File: src/rtl/avl_master_port.sv
// ---------------------------------------------------------------------------
// avl_master_port
//   CPU-side Avalon-MM master. Takes one byte/half/word load or store per
//   request, turns it into a word-aligned Avalon transfer with byteenable,
//   holds the transfer until the slave releases waitrequest, and returns the
//   load data sign- or zero-extended. Misaligned or illegal-size requests are
//   answered locally with resp_err and never reach the bus. A stall longer
//   than TIMEOUT cycles aborts the transfer with resp_err (TIMEOUT=0: never).
//
//   Handshake: a request transfers on a rising clk edge where
//   req_valid && req_ready. req_ready is high only in IDLE outside reset and
//   does not depend on req_valid. resp_valid is a one-cycle pulse with no
//   back-pressure. On the bus side a transfer completes on the first edge in
//   ACCESS with avm_waitrequest=0; avm_* outputs are held constant until then.
//
// Ports
//   clk, rst            clock, synchronous active-high reset
//   req_*               CPU request (valid/ready, write, addr, size, signed, wdata)
//   resp_*              completion pulse, extended load data, error flag
//   avm_*               Avalon-MM master interface
//   dbg_state           current FSM state (0 IDLE, 1 ACCESS, 2 RESP)
// ---------------------------------------------------------------------------
module avl_master_port #(
  parameter int unsigned TIMEOUT = 1024
) (
  input  logic        clk,
  input  logic        rst,
  input  logic        req_valid,
  output logic        req_ready,
  input  logic        req_write,
  input  logic [31:0] req_addr,
  input  logic [1:0]  req_size,
  input  logic        req_signed,
  input  logic [31:0] req_wdata,
  output logic        resp_valid,
  output logic [31:0] resp_rdata,
  output logic        resp_err,
  output logic [31:0] avm_address,
  output logic [3:0]  avm_byteenable,
  output logic [31:0] avm_writedata,
  output logic        avm_read,
  output logic        avm_write,
  input  logic [31:0] avm_readdata,
  input  logic        avm_waitrequest,
  output logic [1:0]  dbg_state
);

  typedef enum logic [1:0] {
    S_IDLE   = 2'd0,
    S_ACCESS = 2'd1,
    S_RESP   = 2'd2
  } state_t;

  // Counter value on the last allowed stall edge.
  localparam logic [31:0] TO_LAST = 32'(TIMEOUT) - 32'd1;

  state_t      state;
  logic [31:0] wait_cnt;
  logic [1:0]  size_q;
  logic        signed_q;
  logic [1:0]  off_q;

  // Request decode (IDLE side)
  logic [1:0]  req_off;
  logic        req_legal;
  logic [3:0]  req_be;
  logic [31:0] req_wdata_sh;

  // Load extraction (ACCESS side)
  logic [31:0] rd_lane;
  logic [31:0] rd_ext;

  assign req_ready    = (state == S_IDLE) && !rst;
  assign dbg_state    = state;
  assign req_off      = req_addr[1:0];
  assign req_wdata_sh = req_wdata << {req_off, 3'b000};

  always_comb begin
    req_legal = 1'b0;
    req_be    = 4'b0000;
    case (req_size)
      2'b00: begin
        req_legal = 1'b1;
        req_be    = 4'b0001 << req_off;
      end
      2'b01: begin
        req_legal = ~req_off[0];
        req_be    = req_off[1] ? 4'b1100 : 4'b0011;
      end
      2'b10: begin
        req_legal = (req_off == 2'b00);
        req_be    = 4'b1111;
      end
      default: begin
        req_legal = 1'b0;
        req_be    = 4'b0000;
      end
    endcase
  end

  always_comb begin
    rd_lane = avm_readdata >> {off_q, 3'b000};
    rd_ext  = avm_readdata;
    case (size_q)
      2'b00:   rd_ext = {{24{signed_q & rd_lane[7]}},  rd_lane[7:0]};
      2'b01:   rd_ext = {{16{signed_q & rd_lane[15]}}, rd_lane[15:0]};
      default: rd_ext = avm_readdata;
    endcase
  end

  always_ff @(posedge clk) begin
    if (rst) begin
      state          <= S_IDLE;
      wait_cnt       <= 32'd0;
      size_q         <= 2'b00;
      signed_q       <= 1'b0;
      off_q          <= 2'b00;
      resp_valid     <= 1'b0;
      resp_rdata     <= 32'd0;
      resp_err       <= 1'b0;
      avm_address    <= 32'd0;
      avm_byteenable <= 4'b0000;
      avm_writedata  <= 32'd0;
      avm_read       <= 1'b0;
      avm_write      <= 1'b0;
    end else begin
      resp_valid <= 1'b0;
      case (state)
        S_IDLE: begin
          if (req_valid) begin
            if (!req_legal) begin
              // Rejected locally: straight to the response, bus untouched.
              state      <= S_RESP;
              resp_valid <= 1'b1;
              resp_err   <= 1'b1;
              resp_rdata <= 32'd0;
            end else begin
              state          <= S_ACCESS;
              avm_address    <= {req_addr[31:2], 2'b00};
              avm_byteenable <= req_be;
              avm_writedata  <= req_wdata_sh;
              avm_read       <= ~req_write;
              avm_write      <= req_write;
              size_q         <= req_size;
              signed_q       <= req_signed;
              off_q          <= req_off;
            end
          end
        end
        S_ACCESS: begin
          if (!avm_waitrequest) begin
            state      <= S_RESP;
            avm_read   <= 1'b0;
            avm_write  <= 1'b0;
            resp_valid <= 1'b1;
            resp_err   <= 1'b0;
            // avm_write is still the latched direction in this cycle.
            resp_rdata <= avm_write ? 32'd0 : rd_ext;
          end else if ((TIMEOUT != 0) && (wait_cnt == TO_LAST)) begin
            state      <= S_RESP;
            avm_read   <= 1'b0;
            avm_write  <= 1'b0;
            resp_valid <= 1'b1;
            resp_err   <= 1'b1;
            resp_rdata <= 32'd0;
          end else begin
            wait_cnt <= wait_cnt + 32'd1;
          end
        end
        S_RESP: begin
          state      <= S_IDLE;
          wait_cnt   <= 32'd0;
          resp_err   <= 1'b0;
          resp_rdata <= 32'd0;
        end
        default: begin
          state <= S_IDLE;
        end
      endcase
    end
  end

endmodule
File: config.mk
export PLATFORM = sky130hd
export DESIGN_NAME = avl_master_port
export DESIGN_NICKNAME = d
export VERILOG_FILES = /design/src/rtl/avl_master_port.sv
export SDC_FILE = /design/constraint.sdc
export NUM_CORES = 1
export LEC_CHECK = 0
export CELL_PAD_IN_SITES_DETAIL_PLACEMENT = 0
export CELL_PAD_IN_SITES_GLOBAL_PLACEMENT = 1
export CORE_MARGIN = 5
export CORE_UTILIZATION = 33
export DETAILED_ROUTE_END_ITERATION = 12
export GPL_TIMING_DRIVEN = 0
export HOLD_SLACK_MARGIN = 0.15
export PLACE_DENSITY_LB_ADDON = 0.1
export SLEW_MARGIN = 10
export SYNTH_ARGS = -nofsm -noshare
export SYNTH_HDL_FRONTEND = slang
export SYNTH_SLANG_ARGS = --single-unit
File: constraint.sdc
create_clock -name clk -period 2.68 [get_ports clk]
set_clock_uncertainty 0.05 [all_clocks]
set_input_delay 0.536 -clock clk [delete_from_list [all_inputs] [get_ports clk]]
set_output_delay 0.536 -clock clk [all_outputs]
set_load 0.02 [all_outputs]
### Word-level counts from Yosys, hierarchy flattened

Cells that the tools add are included.

* register bits after elaboration: 141
* input bits: 104
* word-level logic and storage cells: 83

* $add $sub $neg: 1
* eq/ne operators: 12
* shifts and indexed selects: 3
* multiplexer cells: 36
* bitwise operators: 4
* reduce and logical (&&, ||, !) cells: 14

Operators by type and width (count)
* 32-bit 2-to-1 mux: 7
* 32-bit case mux with 2 select lines: 2
* 32-bit case mux with 3 select lines: 1
* 32-bit by 1-bit adder with 32-bit output, second input constant: 1
* 32-bit by 10-bit == test with 1-bit output, second input constant: 1
* 32-bit by 5-bit << shifter with 32-bit output: 1
* 32-bit by 5-bit right shift with 16-bit output: 1
* 1-bit 2-to-1 mux: 14
* 4-bit case mux with 3 select lines: 1
* 2-bit != test, second input constant: 5
* 2-bit zero test: 4
* 2-bit 2-to-1 mux: 4
* 4-bit AND reduction: 2
* 2-bit by 1-bit == test with 1-bit output, second input constant: 3
* 1-bit case mux with 2 select lines: 3
* 1-bit case mux with 3 select lines: 2
* 3-bit AND reduction: 2
* 2-bit == test, second input constant: 2
* 4-bit 2-to-1 mux: 1
* 2-bit case mux with 2 select lines: 1
* 2-bit nonzero test: 2
* 1-bit by 2-bit << shifter with 4-bit output, first input constant: 1
* 3-bit != test, second input constant: 1
* 3-bit nonzero test: 1
* 5 further kinds: 7

### Depth between registers and ports, before layout

Gate-level depths: netlist (run 1).

* depth after elaboration: 6
* depth in mapped cells: 9
* depth with buffers taken out: 7

### Least setup slack after synthesis (run 1)

OpenSTA, ideal clock, no wires.

* path type: register -> register
* start: register state[0] (netlist: dbg_state[0])
* end: register resp_rdata[16]
* library setup time: 59 ps
* arrival time: 2042 ps
* data required time: 2571 ps
* setup slack: 529 ps
* cell stages (with the launch flop): 9
* path buffers: 3
* period minus slack after synthesis: 2151 ps
* cell sequence: dfxtp_1 -> buf_2 -> inv_2 -> or3_1 -> nor3_1 -> and2_1 -> buf_2 -> buf_2 -> a22o_1

* longest elaborated chain between the ends: 3

Ends and longest elaborated chain
* start: declaration: line 57 `state_t state;`
* start signal: assignment: line 113 `state <= S_IDLE;`
* start signal: assignment: line 133 `state <= S_RESP;`
* start signal: assignment: line 138 `state <= S_ACCESS;`
* 2-bit by 1-bit == test with 1-bit output (tied with other cells): line 128 `case (state)`
* 3-bit != test (no line) (tied with other cells)
* 4-bit AND reduction (no line)
* end signal: assignment: line 158 `resp_rdata <= avm_write ? 32'd0 : rd_ext;`
* end: declaration: line 36 `output logic [31:0] resp_rdata,`

Parallel ways exist; a longest one is shown, timed or not.
A chain may end at the register's enable or synchronous reset.

### Worst setup path after layout (run 1)

* start: input rst
* end: output req_ready

* longest elaborated chain between the ends: 2

Ends and longest elaborated chain
* start: declaration: line 27 `input logic rst,`
* 1-bit zero test: line 73 `assign req_ready = (state == S_IDLE) && !rst;`
* 1-bit logical AND: line 73
* end: declaration: line 29 `output logic req_ready,`

No other way between the ends.

==> impl_metrics.json, run 1 <==
{
  "status": "completed",
  "ys_ff_latch": 141,
  "rrSetupSlack_ns": 0.27,
  "synth_compound_area_frac": 0.1938,
  "htreeDepth": 4,
  "vias": 6391,
  "hold_path.class": "reg2reg",
  "route.detailed.wl_per_inst_um": 17.18,
  "antenna_left": 0,
  "final_cell_mix": "clkdlybuf4s50_1, dfxtp_1, nand2_1",
  "postSynthCellCount": 785,
  "num-nets-final": 1119,
  "top_level_ports": 211,
  "yosysSeqAreaShare": 0.4346,
  "post_drt_via_cell_ratio": 4.947,
  "grt_first_pass_wirelength_um": 34660,
  "start_util": 0.3348,
  "rows": 51,
  "grt_antenna_before_repair": 0,
  "hold_violations": 0,
  "synth_area_um2": 6495,
  "dp_hpwl_um": 16870,
  "worstPathArrival_ns": 1.92,
  "cts_buffer_depth": 2,
  "synth_edf_count": 0,
  "drt-initial-drc-count": 354,
  "synthMuxAreaShare": 0.05933,
  "finish.instance_area_um2": 9523,
  "drive_gt1_frac": 0.08179,
  "setup_viol": 0,
  "core_area_um2": 19400,
  "fin_crit_ns": 2.504,
  "synth_top_family_by_area": "simple AND/OR/NAND/NOR gates",
  "drcViolationCount": 0,
  "ctsHoldBuffers": 0,
  "ir_worst_vdd_mv": 0.4378,
  "cts_root_buf": "clkbuf_16",
  "wl_um": 22190,
  "die_w_um": 150.3,
  "yosysUniqueCellTypes": 60,
  "endpoint_kind": "primary output",
  "placed_area_um2": 8912,
  "fin_ws_ns": 0.1755,
  "worst_slew_pin_slew_ns": 0.7181,
  "period_share": 0.9345,
  "drv_cap": 0,
  "die_area_um2": 22590,
  "port_buffers": 208,
  "synthAdderAreaFrac": 0.001926,
  "track_usage": 0.1954,
  "crit_type": "in2out",
  "syn_avg_cell_area_um2": 8.274,
  "synth_ff_type": "dfxtp_1",
  "ys_warn_count": 0,
  "required_ns": 2.09,
  "overflow": 0,
  "slew_viol_final": 0,
  "die_y_um": 150.3,
  "p_leak_nw": 3.354,
  "async_flop_share": 0,
  "layout_commonest_cell": "clkdlybuf4s50_1",
  "area_growth_pct": 46.62,
  "clock_sinks": 141,
  "grt_pass1_vias": 6373,
  "insertion_delay_ns": 0.42,
  "max_freq_mhz": 399.3,
  "slew_headroom": 0.5213,
  "rsz0062_at_grt": "false",
  "grt_max_degree": 20,
  "numCtsBuffers": 17,
  "synth_simple_gate_area_frac": 0.2389,
  "clk_pin_slew_ns": 0.07,
  "synthXorXnorAreaFrac": 0.02697,
  "drt-pass1-iter-count": 5,
  "startpoint_type": "primary input",
  "power_per_cell_area_nw_per_um2": 567.4,
  "setup_tns_ns": 0,
  "cp_max_fo": 10,
  "gp_congestion": 0.8328,
  "cts_tree": "built",
  "n_antenna_cell": 0,
  "pre_cts_ws_ns": -0.6357
}
kinds of logic (layout without fill, tap and decap cells):
group,count (synthesis),after routing
AO/OA/AOI/OAI,190,190
other,1,2
adder cells (fa/ha/maj),1,1
flip-flops,141,141
multiplexers,36,36
buffers and inverters,66,307
AND/OR/NAND/NOR,330,330
XOR/XNOR,20,20
path summary, 6_finish.rpt:
check | start | to | cells past startpoint
setup reg to reg | dbg_state[0]$_SDFFE_PP0P_ | resp_rdata[30]$_SDFFE_PP0P_ | 8
hold reg to reg | avm_writedata[2]$_SDFFE_PP0P_ | avm_writedata[2]$_SDFFE_PP0P_ | 2
hold / removal | avm_writedata[2]$_SDFFE_PP0P_ | avm_writedata[2]$_SDFFE_PP0P_ | 2
setup / recovery | rst | req_ready | 5
sequential cells by signal (all words and copies together) (netlist names):
register,cells
avm_address,30
avm_byteenable,4
avm_read,1
avm_write,1
avm_writedata,32
dbg_state,2
off_q,2
resp_err,1
resp_rdata,32
resp_valid,1
signed_q,1
size_q,2
wait_cnt,32
through the flow:
stage	hold WS [ns]	std cells	power, mW	utilization
after global routing	0.4241	1292	5.646	0.4909
final	0.4050	1292	5.404	0.4909
after CTS	0.4080	1290	5.464	0.4892
after global placement	0.3908	1259	3.116	0.4594
after detailed placement	0.3959	1259	3.116	0.4594
after floorplan	0.3947	786	2.675	-
routing by layer:
metal  wire length, µm  up-vias  GRT usage
li1                  -     3244          -
met1              9921     2944     0.2498
met2             10230      186     0.3113
met3              1863       17    0.07827
met4               176        0    0.04300
met5                 0        -          0
cells in the mapped netlist (4+ instances only):
cell type / count / area, µm²
o2bb2ai_1: 7 / 61.31
nand3_1: 26 / 130.1
o21ai_0: 17 / 85.08
or3_1: 4 / 25.02
nor3_1: 24 / 120.1
nor2_1: 86 / 322.8
nand2b_1: 18 / 112.6
a211oi_1: 19 / 142.6
nor4_1: 10 / 62.56
mux2i_1: 25 / 250.2
clkbuf_1: 43 / 161.4
xor2_1: 7 / 61.31
nand4_1: 5 / 31.28
buf_2: 6 / 30.03
a22o_1: 26 / 227.7
a22oi_1: 7 / 52.55
buf_1: 5 / 18.77
inv_1: 6 / 22.52
a21oi_1: 82 / 410.4
nor2b_1: 11 / 68.82
xnor2_1: 13 / 113.9
dfxtp_1: 141 / 2823
mux2_2: 10 / 112.6
a221oi_1: 8 / 70.07
o211ai_1: 4 / 30.03
nand2_1: 121 / 454.2
power by group:
part	internal (mW)	leakage (nW)	switching, mW
logic	0.397	1.93	0.467
clock network	1.24	0.280	1.09
registers	2.16	1.14	0.0410
total	3.80	3.35	1.60
layout make-up:
class                   count  area [µm²]
well taps                 265       331.6
clock inverters            15       147.6
plain buffers              58       270.3
repair buffers            210        2092
inverters                   7       26.28
clock buffers              17       425.4
multi-input cells         579        3407
flip-flops and latches    141        2823
fillers                  1954        9876
timing repair:
item                       in CTS  in global routing
pin swaps                       0                  1
gates resized for setup         5                 19
buffers inserted                0                  2
setup endpoints to repair      61                 81
critical path, cell delays in order:
cell and delay, ns:
clkdlybuf4s50_1 0.46, clkbuf_2 0.24, clkbuf_4 0.25, nor3_1 0.21, clkbuf_2 0.22
No activity file was read; power rests on OpenSTA's default activity.
==> inputs of run 2 (changes only) <==
--- a/config.mk
+++ b/config.mk
@@ -8,7 +8,8 @@
 export CELL_PAD_IN_SITES_DETAIL_PLACEMENT = 0
 export CELL_PAD_IN_SITES_GLOBAL_PLACEMENT = 1
 export CORE_MARGIN = 5
-export CORE_UTILIZATION = 33
+export CORE_UTILIZATION = 34
+export CTS_BUF_LIST = sky130_fd_sc_hd__clkbuf_4
 export DETAILED_ROUTE_END_ITERATION = 12
 export GPL_TIMING_DRIVEN = 0
 export HOLD_SLACK_MARGIN = 0.15
==> run 2 against run 1 <==
Compared with the run above: global-route usage fell by 0.087 points; fmax fell by 3.6%; combinational power fell by 0.5%; clock power fell by 37%; largest cell class unchanged; worst setup slack got worse by 0.093 ns; flip-flop and latch count did not move; routed wire length fell by 1.5%; total power fell by 16%; critical path depth did not move; via count rose by 0.42%.
==> impl_metrics.json, run 2 (synthesis gave the netlist of run 1 again) <==
{
  "die_y_um": 148.2,
  "hold_violations": 0,
  "clk_pin_slew_ns": 0.15,
  "die_w_um": 148.2,
  "final_cell_mix": "clkdlybuf4s50_1, dfxtp_1, nand2_1",
  "cts_tree": "built",
  "required_ns": 2.09,
  "rsz0062_at_grt": "false",
  "slew_headroom": 0.5178,
  "status": "completed",
  "insertion_delay_ns": 0.57,
  "final_util": 0.4903,
  "area_growth_pct": 41.67,
  "max_freq_mhz": 385.0,
  "die_area_um2": 21970,
  "setup_tns_ns": 0,
  "wl_um": 21850,
  "num-nets-final": 1119,
  "total_power_mw": 4.536,
  "fin_crit_ns": 2.597,
  "vias": 6418,
  "grt_max_degree": 17,
  "gp_congestion": 0.8048,
  "r2r_cells": 8,
  "period_share": 0.9691,
  "route.detailed.wl_per_inst_um": 17.32,
  "grt_antenna_before_repair": 1,
  "drt-initial-drc-count": 311,
  "crit_type": "in2out",
  "hold_path.class": "reg2reg",
  "grt_first_pass_wirelength_um": 34090,
  "htreeDepth": 4,
  "p_leak_nw": 3.209,
  "grt_pass1_vias": 6244,
  "fin_cells": 1262,
  "drv_cap": 0,
  "endpoint_kind": "primary output",
  "antenna_left": 0,
  "overflow": 0,
  "cts_root_buf": "clkbuf_4",
  "cp_max_fo": 10,
  "fillers": 1876,
  "track_usage": 0.1945,
  "worstPathArrival_ns": 2.01,
  "core_area_um2": 18770,
  "dp_hpwl_um": 16740,
  "post_drt_via_cell_ratio": 5.086,
  "slew_viol_final": 0,
  "drive_gt1_frac": 0.07692,
  "ir_worst_vdd_mv": 0.2920,
  "rows": 50,
  "whs_path_depth": 2,
  "top_level_ports": 211,
  "top_regs": "avm_writedata: 32 flops, resp_rdata: 32 flops, wait_cnt: 32 flops",
  "ctsHoldBuffers": 0,
  "power_per_cell_area_nw_per_um2": 492.9,
  "numCtsBuffers": 17,
  "setup_viol": 0,
  "clock_sinks": 141,
  "start_util": 0.3461,
  "post-place-cells": 1228,
  "port_buffers": 208,
  "drcViolationCount": 0,
  "startpoint_type": "primary input",
  "cts_buffer_depth": 2,
  "layout_commonest_cell": "clkdlybuf4s50_1",
  "drt-pass1-iter-count": 5,
  "worst_slew_pin_slew_ns": 0.7233
}
run 2: where the power goes:
part | switching [mW] | leakage [nW] | total [mW] | internal, mW
registers | 0.0402 | 1.14 | 2.21 | 2.17
logic | 0.465 | 1.91 | 0.860 | 0.395
clock network | 0.962 | 0.152 | 1.47 | 0.507
total | 1.47 | 3.21 | 4.54 | 3.07
run 2: worst max-delay path, cell delays in order:
cell,delay [ns]
clkdlybuf4s50_1,0.52
clkbuf_2,0.28
buf_2,0.30
nor3_1,0.09
clkdlybuf4s15_2,0.27
run 2: worst paths after layout:
check / start / end / slack (ns)
min: avm_writedata[7]$_SDFFE_PP0P_ / avm_writedata[7]$_SDFFE_PP0P_ / 0.41
max: rst / req_ready / 0.08
min reg2reg: avm_writedata[7]$_SDFFE_PP0P_ / avm_writedata[7]$_SDFFE_PP0P_ / 0.41
max reg2reg: dbg_state[0]$_SDFFE_PP0P_ / resp_rdata[30]$_SDFFE_PP0P_ / 0.33
run 2: layer usage:
metal	GRT usage	up-vias	wire length, µm
li1	-	3240	-
met1	0.2522	3001	9841
met3	0.06856	12	1628
met4	0.03741	0	158
met2	0.3165	165	10220
met5	0	-	0
run 2: through the flow:
stage | hold WS [ns] | setup slack [ns] | area [µm²]
after floorplan | 0.3947 | 0.5290 | 6499
after global placement | 0.3893 | -0.6475 | 8874
after detailed placement | 0.3941 | -0.6115 | 8874
after CTS | 0.3939 | -0.005853 | 9181
after global routing | 0.3776 | 0.01296 | 9201
final | 0.4131 | 0.08281 | 9201
run 2: layout make-up:
type	instances	area (µm²)	area share
inverter	7	26.28	0.002856
tap	234	292.8	0.03182
antenna	1	2.502	0.0002720
buffer	58	259.0	0.02815
clock inverter	15	171.4	0.01863
timing repair buffer	210	2098	0.2280
clock buffer	17	127.6	0.01387
sequential	141	2823	0.3068
multi-input combinational	579	3401	0.3696
run 2: repair_timing:
action                                  4_1_cts  5_1_grt
buffers inserted                              0        2
endpoints found under the hold margin         0        0
endpoints found under the setup margin       12       80
resized for setup                             7        4
pin swaps                                     0        1
==> inputs of run 3 (changes only) <==
--- a/config.mk
+++ b/config.mk
@@ -7,6 +7,7 @@
 export LEC_CHECK = 0
 export CELL_PAD_IN_SITES_DETAIL_PLACEMENT = 0
 export CELL_PAD_IN_SITES_GLOBAL_PLACEMENT = 1
+export CORE_ASPECT_RATIO = 1.5
 export CORE_MARGIN = 5
 export CORE_UTILIZATION = 34
 export CTS_BUF_LIST = sky130_fd_sc_hd__clkbuf_4
==> run 3 against run 2 <==
Compared with the run above: sequential share of layout area barely moved; largest cell class unchanged; largest power group unchanged; utilization fell by 0.57 points; clock power fell by 3%; fmax rose by 1.1%.
==> impl_metrics.json, run 3 (synthesis gave the netlist of run 1 again) <==
{
  "wl_um": 22500,
  "swShare": 0.3205,
  "grt_first_pass_wirelength_um": 34820,
  "crit_slowest_cell": "clkdlybuf4s50_1",
  "die_w_um": 122.9,
  "drive_gt1_frac": 0.07692,
  "cts_tree": "built",
  "rsz0062_at_grt": "true",
  "top_level_ports": 211,
  "grt_antenna_before_repair": 1,
  "core_area_um2": 19010,
  "drt-pass1-iter-count": 5,
  "power_frac_clock": 0.317,
  "drv_cap": 0,
  "ctsHoldBuffers": 0,
  "area_growth_pct": 41.80,
  "grt_pass1_vias": 6420,
  "power_frac_seq": 0.490,
  "max_freq_mhz": 389.3,
  "ir_worst_vdd_mv": 0.2922,
  "hold_violations": 0,
  "cp_max_fo": 10,
  "dp_hpwl_um": 17310,
  "grt_max_degree": 20,
  "drcViolationCount": 0,
  "total_power_mw": 4.495,
  "htreeDepth": 4,
  "power_per_cell_area_nw_per_um2": 488.0,
  "startpoint_type": "primary input",
  "worstPathArrival_ns": 1.98,
  "clock_sinks": 141,
  "crit_chain": "clkdlybuf4s50_1, buf_2, clkbuf_4, nor3_1, dlygate4sd2_1",
  "die_area_um2": 22020,
  "intPower_mw": 3.054,
  "insertion_delay_ns": 0.57,
  "rows": 62,
  "slew_headroom": 0.4805,
  "period_share": 0.9585,
  "worst_slew_pin_slew_ns": 0.7751,
  "fillers": 1933,
  "antenna_left": 0,
  "top_regs": "avm_writedata: 32 flops, resp_rdata: 32 flops, wait_cnt: 32 flops",
  "final_cell_mix": "clkdlybuf4s50_1, dfxtp_1, nand2_1",
  "overflow": 0,
  "layout_commonest_cell": "clkdlybuf4s50_1",
  "cts_root_buf": "clkbuf_4",
  "start_util": 0.3417,
  "numCtsBuffers": 17,
  "num-nets-final": 1119,
  "clk_pin_slew_ns": 0.14,
  "endpoint_kind": "primary output",
  "rrSetupSlack_ns": 0.25,
  "cts_buffer_depth": 2,
  "status": "completed",
  "comb_power_share": 0.193,
  "post-place-cells": 1250,
  "drt-initial-drc-count": 315,
  "fin_crit_ns": 2.569,
  "vias": 6486,
  "die_y_um": 179.3,
  "crit_type": "in2out",
  "p_leak_nw": 3.215,
  "gp_congestion": 0.8488,
  "cpPeakStageDelay_ns": 0.52,
  "post_drt_via_cell_ratio": 5.047,
  "port_buffers": 208,
  "route.detailed.wl_per_inst_um": 17.51,
  "hold_path.class": "reg2reg",
  "final_util": 0.4846,
  "track_usage": 0.2035,
  "slew_viol_final": 0,
  "required_ns": 2.09,
  "setup_viol": 0,
  "fin_cells": 1285,
  "p_switching_mw": 1.441
}
==> run 3: per-layer routing <==
metal	global-route usage	vias to the layer above	share of wire
met4	0.07380	0	0.025
li1	-	3226	-
met1	0.2287	3003	0.39
met5	0	-	0
met3	0.06187	40	0.071
met2	0.3593	217	0.52
==> run 3: final cells by class <==
| type | count | area [µm²] | share of cell area |
|---|---|---|---|
| diodes | 2 | 5.005 | 0.0005434 |
| plain buffers | 58 | 262.8 | 0.02853 |
| clock inverters | 15 | 148.9 | 0.01617 |
| well taps | 256 | 320.3 | 0.03478 |
| clock buffers | 17 | 127.6 | 0.01386 |
| inverters | 7 | 26.28 | 0.002853 |
| multi-input cells | 579 | 3401 | 0.3692 |
| flip-flops and latches | 141 | 2823 | 0.3065 |
| repair buffers | 210 | 2096 | 0.2276 |
==> run 3: repair_timing <==
| action | CTS | global route |
|---|---|---|
| setup buffers | 0 | 2 |
| gates resized for setup | 5 | 5 |
| pin swaps | 0 | 1 |
| gates cloned | 0 | 0 |
| setup endpoints to repair | 17 | 43 |
==> run 3: path summary, 6_finish.rpt <==
kind / endpoint / cells after the start / startpoint
worst min-delay path: avm_byteenable[3]$_SDFFE_PP0P_ / 2 / avm_byteenable[3]$_SDFFE_PP0P_
worst min register to register: avm_byteenable[3]$_SDFFE_PP0P_ / 2 / avm_byteenable[3]$_SDFFE_PP0P_
worst max-delay path: req_ready / 5 / rst
worst max register to register: resp_rdata[23]$_SDFFE_PP0P_ / 8 / dbg_state[0]$_SDFFE_PP0P_
==> run 3: stage by stage <==
step | hold slack, ns | setup WS, ns | cell area [µm²] | TNS (ns)
final | 0.4114 | 0.1113 | 9210 | 0
after global routing | 0.3895 | -0.05420 | 9210 | -0.2301
after CTS | 0.3803 | 0.03609 | 9188 | 0
after detailed placement | 0.3962 | -0.6491 | 8906 | -37.34
after global placement | 0.3896 | -0.8708 | 8901 | -56.08
after floorplan | 0.3947 | 0.5290 | 6499 | 0
==> run 3: worst max-delay path, delay by kind of cell <==
family | cells | cell delay, ns
and+or+nand+nor | 1 | 0.06
buffers and inverters | 4 | 1.38
==> run 3: power groups by stage <==
stage	Sequential, mW	Combinational (mW)	Clock [mW]
6_report	2.20	0.867	1.42
5_1_grt	2.22	0.941	1.54
4_1_cts	2.21	0.878	1.47
3_5_place_dp	2.25	0.875	0
3_3_place_gp	2.25	0.874	0
2_1_floorplan	2.32	0.351	0
==> patch 1: new RTL, flow settings as in run 1 <==
Reset style: asynchronous (`rst`), changed in one clocked block. Comments in the files are not updated.
--- a/src/rtl/avl_master_port.sv
+++ b/src/rtl/avl_master_port.sv
@@ -109,5 +109,5 @@
   end
 
-  always_ff @(posedge clk) begin
+  always_ff @(posedge clk or posedge rst) begin
     if (rst) begin
       state          <= S_IDLE;
Formal check against the unedited RTL: differs if rst is asserted again (counterexample within 4 cycles, from zero or initial values and one cycle with rst high); with rst held inactive, the same outputs for 4 cycles.
==> patch 1 against run 1 <==
Setup slack worse by 160 ps. Synthesized area up 7.7%. Sequential cell count unchanged. Maximum frequency down 6.0%. Hold slack worse by 15 ps. Via count down 2.2%. Routed wire length up 1.4%. Count of clock-buffer cells in the layout unchanged. Global-route usage down 1.2 points. Final cell count down 6.3%. Sequential share of layout area up 5.2 points. Final area up 6.4%. Largest cell class is now sequential cells. Highest routed layer unchanged.
Power is not compared: it rests on default switching activity, and its combinational part moved more than twofold at a synthesized area within 25%.
==> patch 1: results (changes against run 1) <==
Syn Inst Count=688 (-12%); Layout Nets=1027 (-8.2%); vias in the first global route=6468 (+1.5%); WP data arrival=2930 ps (+1010 ps); Port Buf Inserts=206 (-0.96%); Vias=6252 (-2.2%); met3 routed WL=1.83 mm (-2.0%); Hold Vio Cnt, Final=0 (unchanged); top post-synthesis cells by area=dfrtp_1 50%, mux2_2 6.9%, nand2_1 3.7%; LEAKAGE=roughly 4.2 nW; Yosys cell types=58 (-3.3%); initial antenna violation count=0 (unchanged); worst vdd ir=0.000483 V; M1 WL=9.53 mm (-4.0%); critical path's top delay family=simple AND/OR/NAND/NOR gates; critical path's largest stage delay=560 ps (+100 ps); Rel. slew slack=0.478 (-0.0433); global-route wire length before repair=35.2 mm (+1.6%); slowest CP cell=or4_4; Placer Congestion=0.790 (-5.1%); critical path class=register to register; Met2 Routed Length=10.9 mm (+6.4%); # fillers=2019 (+3.3%); dpl cell area=0.00949 sq mm (+6.4%); Vias/cell=5.17 (+4.5%); async set-reset flop share out of synthesis=1.00 (+1.00); Reg clk slew, reported paths=70 ps (about the same); post-DP HPWL=16.9 mm (+0.42%); reg2reg start=wait_cnt[17]$_DFFE_PP0P_; DRT iter0 DRCs=211 (-40%); layout cell share with drive strength beyond 1=0.118 (+0.0359); Clock Root Buffer=clkbuf_16; Top FF cell, synth=dfrtp_1; largest net degree at the start of global routing=36 (+80%); Hold Crit Class=primary input to async pin; minimum hold slack=390 ps (-15.2 ps); reg2reg setup slack=20 ps (-250 ps); CTS H-Tree Depth=4 (unchanged); synth warn=0 (unchanged); post-synthesis sequential area ratio=0.505 (+0.0700); wire per inst=18.6 um (+8.3%); dpl cells=1174 (-6.8%); outcome=completed; commonest cells in the netlist=141 x dfrtp_1, 68 x nand2_1, 47 x nor2_1, 43 x mux2_2, 42 x o21ai_0; gr usage total=0.184 (-0.0116)
-- patch 1: cell types whose count changed in the layout (fill, tap and decap cells not counted), moves of 8 or more --
| cell | run 1 | this run |
|---|---|---|
| a211oi_1 | 19 | 8 |
| a21oi_1 | 82 | 28 |
| and2_1 | 1 | 9 |
| dfrtp_1 | 0 | 139 |
| dfxtp_1 | 141 | 0 |
| mux2_2 | 10 | 43 |
| nand2_1 | 121 | 68 |
| nand4_1 | 5 | 14 |
| nor2_1 | 86 | 47 |
| nor3_1 | 22 | 8 |
| o21ai_0 | 16 | 41 |
| o31ai_1 | 0 | 14 |
-- patch 1: logic make-up after synthesis --
kind of cell,count (synthesis),share of synthesized area
other,1,0.000536
buffers and inverters,61,0.0367
flip-flops,141,0.505
AND/OR/NAND/NOR,239,0.172
adder cells (fa/ha/maj),1,0.00179
AO/OA/AOI/OAI,163,0.162
multiplexers,67,0.104
XOR/XNOR,15,0.0188
-- patch 1: power groups by stage --
| stage | combinational, mW | sequential (mW) | clock [mW] |
|---|---|---|---|
| 6_report | 3.16 | 2.93 | 2.36 |
| 4_1_cts | 3.19 | 2.93 | 2.41 |
| 3_3_place_gp | 3.14 | 2.94 | 0 |
| 2_1_floorplan | 1.13 | 3.45 | 0 |
| 5_1_grt | 3.41 | 3.00 | 2.50 |
| 3_5_place_dp | 3.17 | 2.96 | 0 |
-- patch 1: layout make-up --
cell class | instances | area, sq um | area share
sequential | 141 | 3530 | 0.348
multi-input combinational | 487 | 3220 | 0.318
timing repair buffer | 215 | 2180 | 0.215
clock buffer | 17 | 425 | 0.0420
tap | 275 | 344 | 0.0340
buffer | 47 | 226 | 0.0223
clock inverter | 15 | 150 | 0.0148
inverter | 13 | 52.6 | 0.00519
-- patch 1: final timing paths --
check                                                end  cells past startpoint
max                           resp_rdata[16]$_DFFE_PP0P_                      7
min                             wait_cnt[25]$_DFFE_PP0P_                      2
max reg2reg                   resp_rdata[16]$_DFFE_PP0P_                      7
min reg2reg                    resp_rdata[7]$_DFFE_PP0P_                      1
max in group asynchronous  avm_writedata[22]$_DFFE_PP0P_                      4
min in group clk               resp_rdata[7]$_DFFE_PP0P_                      1
-- patch 1: through the flow --
stage	setup TNS (ps)	setup slack, ps
after floorplan	0	114
after global placement	-161090	-1000
after detailed placement	-24160	-596
after CTS	0	7.93
after global routing	-1160	-70.1
final	0	15.9
-- patch 1: routing by layer --
layer / vias to the layer above / GRT usage
met4: 0 / 0.0425
met3: 14 / 0.0707
li1: 2973 / -
met5: - / 0
met1: 3063 / 0.232
met2: 202 / 0.300
-- patch 1: repair_timing --
action | in CTS | in global routing
endpoints found under the hold margin | 0 | 0
gates cloned | 0 | 0
resized for setup | 5 | 12
setup buffers | 2 | 3
pin swaps | 0 | 1
setup endpoints to repair | 40 | 51
==> patch 2: new RTL, settings of run 1 <==
Made on the original files. Set the parameter `TIMEOUT` to 512 (it was 1024).
--- a/src/rtl/avl_master_port.sv
+++ b/src/rtl/avl_master_port.sv
@@ -22,5 +22,5 @@
 // ---------------------------------------------------------------------------
 module avl_master_port #(
-  parameter int unsigned TIMEOUT = 1024
+  parameter int unsigned TIMEOUT = 512
 ) (
   input  logic        clk,
Formal check against the unedited RTL: same outputs for any inputs over 4 cycles, from zero or initial values and one cycle with rst high; that may be too few to reach the edited logic, so the function may still have changed.
==> patch 2 against run 1 <==
Power shrank 2.1%. Setup slack gained 15 ps. Routed wire length increased by 1.3%. Synthesized area rose by 1.7%. Sequential cell count is the same. Critical endpoint is now avm_writedata[25]$_SDFFE_PP0P_. Final area grew 0.67%. Largest power group unchanged. Utilization fell by 0.15 points. Maximum frequency rose by 0.62%. Count of clock-buffer cells in the layout grew 2.
==> patch 2: results (changes against run 1) <==
largest net degree at the start of global routing=17 (-15%); commonest cells in the netlist=141 x dfxtp_1, 111 x nand2_1, 97 x a21oi_1, 62 x nor2_1, 32 x clkbuf_1; multi-input logic area=0.00348 sq mm (+2.2%); post-synthesis sequential area ratio=0.428 (-0.00708); M1 WL=10.4 mm (+4.9%); Worst Setup SP=req_addr[0]; path depth of the worst reg2reg path=5 (-3); drt first pass iters=4 (-1); dpl cell area=0.00902 sq mm (+1.2%); Placer Congestion=0.812 (-2.5%); Rel. slew slack=0.546 (+0.0247); global-route wire length before repair=34.8 mm (+0.28%); end of the worst register-to-register path=resp_valid$_SDFF_PP0_; Vias/cell=5.01 (+1.3%); WP data arrival=2790 ps (+870 ps); DRT Wirelength=22.5 mm (+1.3%); top post-synthesis cells by area=dfxtp_1 43%, a21oi_1 7.4%, nand2_1 6.3%; outcome=completed; Met2 Routed Length=10.2 mm (+0.16%); reg2reg start=wait_cnt[12]$_SDFFE_PP0P_; layout cell share with drive strength beyond 1=0.0881 (+0.00636); GR Util met2=0.300 (-0.0117); LEAKAGE=3.28 nW (-2.2%); worst vdd ir=0.000403 V (-7.9%); Syn Inst Count=780 (-0.64%); # fillers=1934 (-1.0%); dpl cells=1254 (-0.40%); Final Critical Period=2490 ps (-15.5 ps); DRT iter0 DRCs=351 (-0.85%); met3 routed WL=1.74 mm (-6.5%); GR Util met3=0.0729 (-0.00539); Yosys cell types=62 (+3.3%); critical path's largest stage delay=530 ps (+70 ps); Layout Nets=1113 (-0.54%)
-- patch 2: worst min path at each step --
stage	start	end	cells after the start	slack [ps]
2_1_floorplan	wait_cnt[6]$_SDFFE_PP0P_	wait_cnt[6]$_SDFFE_PP0P_	2	390
3_3_place_gp	resp_rdata[15]$_SDFFE_PP0P_	resp_rdata[15]$_SDFFE_PP0P_	1	380
3_5_place_dp	resp_rdata[15]$_SDFFE_PP0P_	resp_rdata[15]$_SDFFE_PP0P_	1	390
4_1_cts	resp_rdata[15]$_SDFFE_PP0P_	resp_rdata[15]$_SDFFE_PP0P_	1	400
5_1_grt	avm_address[16]$_SDFFE_PP0P_	avm_address[16]$_SDFFE_PP0P_	2	420
6_report	avm_address[25]$_SDFFE_PP0P_	avm_address[25]$_SDFFE_PP0P_	2	400
-- patch 2: timing repair --
action                     CTS  global route
setup endpoints to repair    1            40
setup buffers                0             0
resized for setup            3             5
-- patch 2: power by group --
| part | internal (mW) | switching, mW |
|---|---|---|
| Combinational | 0.387 | 0.458 |
| Sequential | 2.16 | 0.0407 |
| Clock | 1.25 | 0.990 |
-- patch 2: cell families (layout without fill, tap and decap cells) --
group                      after synthesis  after routing  share of synthesized area
and+or+nand+nor                        310            310                      0.239
AOI/OAI and AO/OA                      219            219                      0.219
DFF                                    141            141                      0.428
buffers and inverters                   67            307                     0.0468
muxes                                   37             37                     0.0599
xor gates and xnor gates                 4              4                    0.00531
adders and majority gates                1              1                    0.00189
other                                    1              2                   0.000568
-- patch 2: final cells by class --
type	count	share of cell area
multi-input combinational	573	0.363
sequential	141	0.294
timing repair buffer	208	0.217
clock buffer	19	0.0472
tap	265	0.0346
buffer	57	0.0288
clock inverter	13	0.0112
inverter	10	0.00392
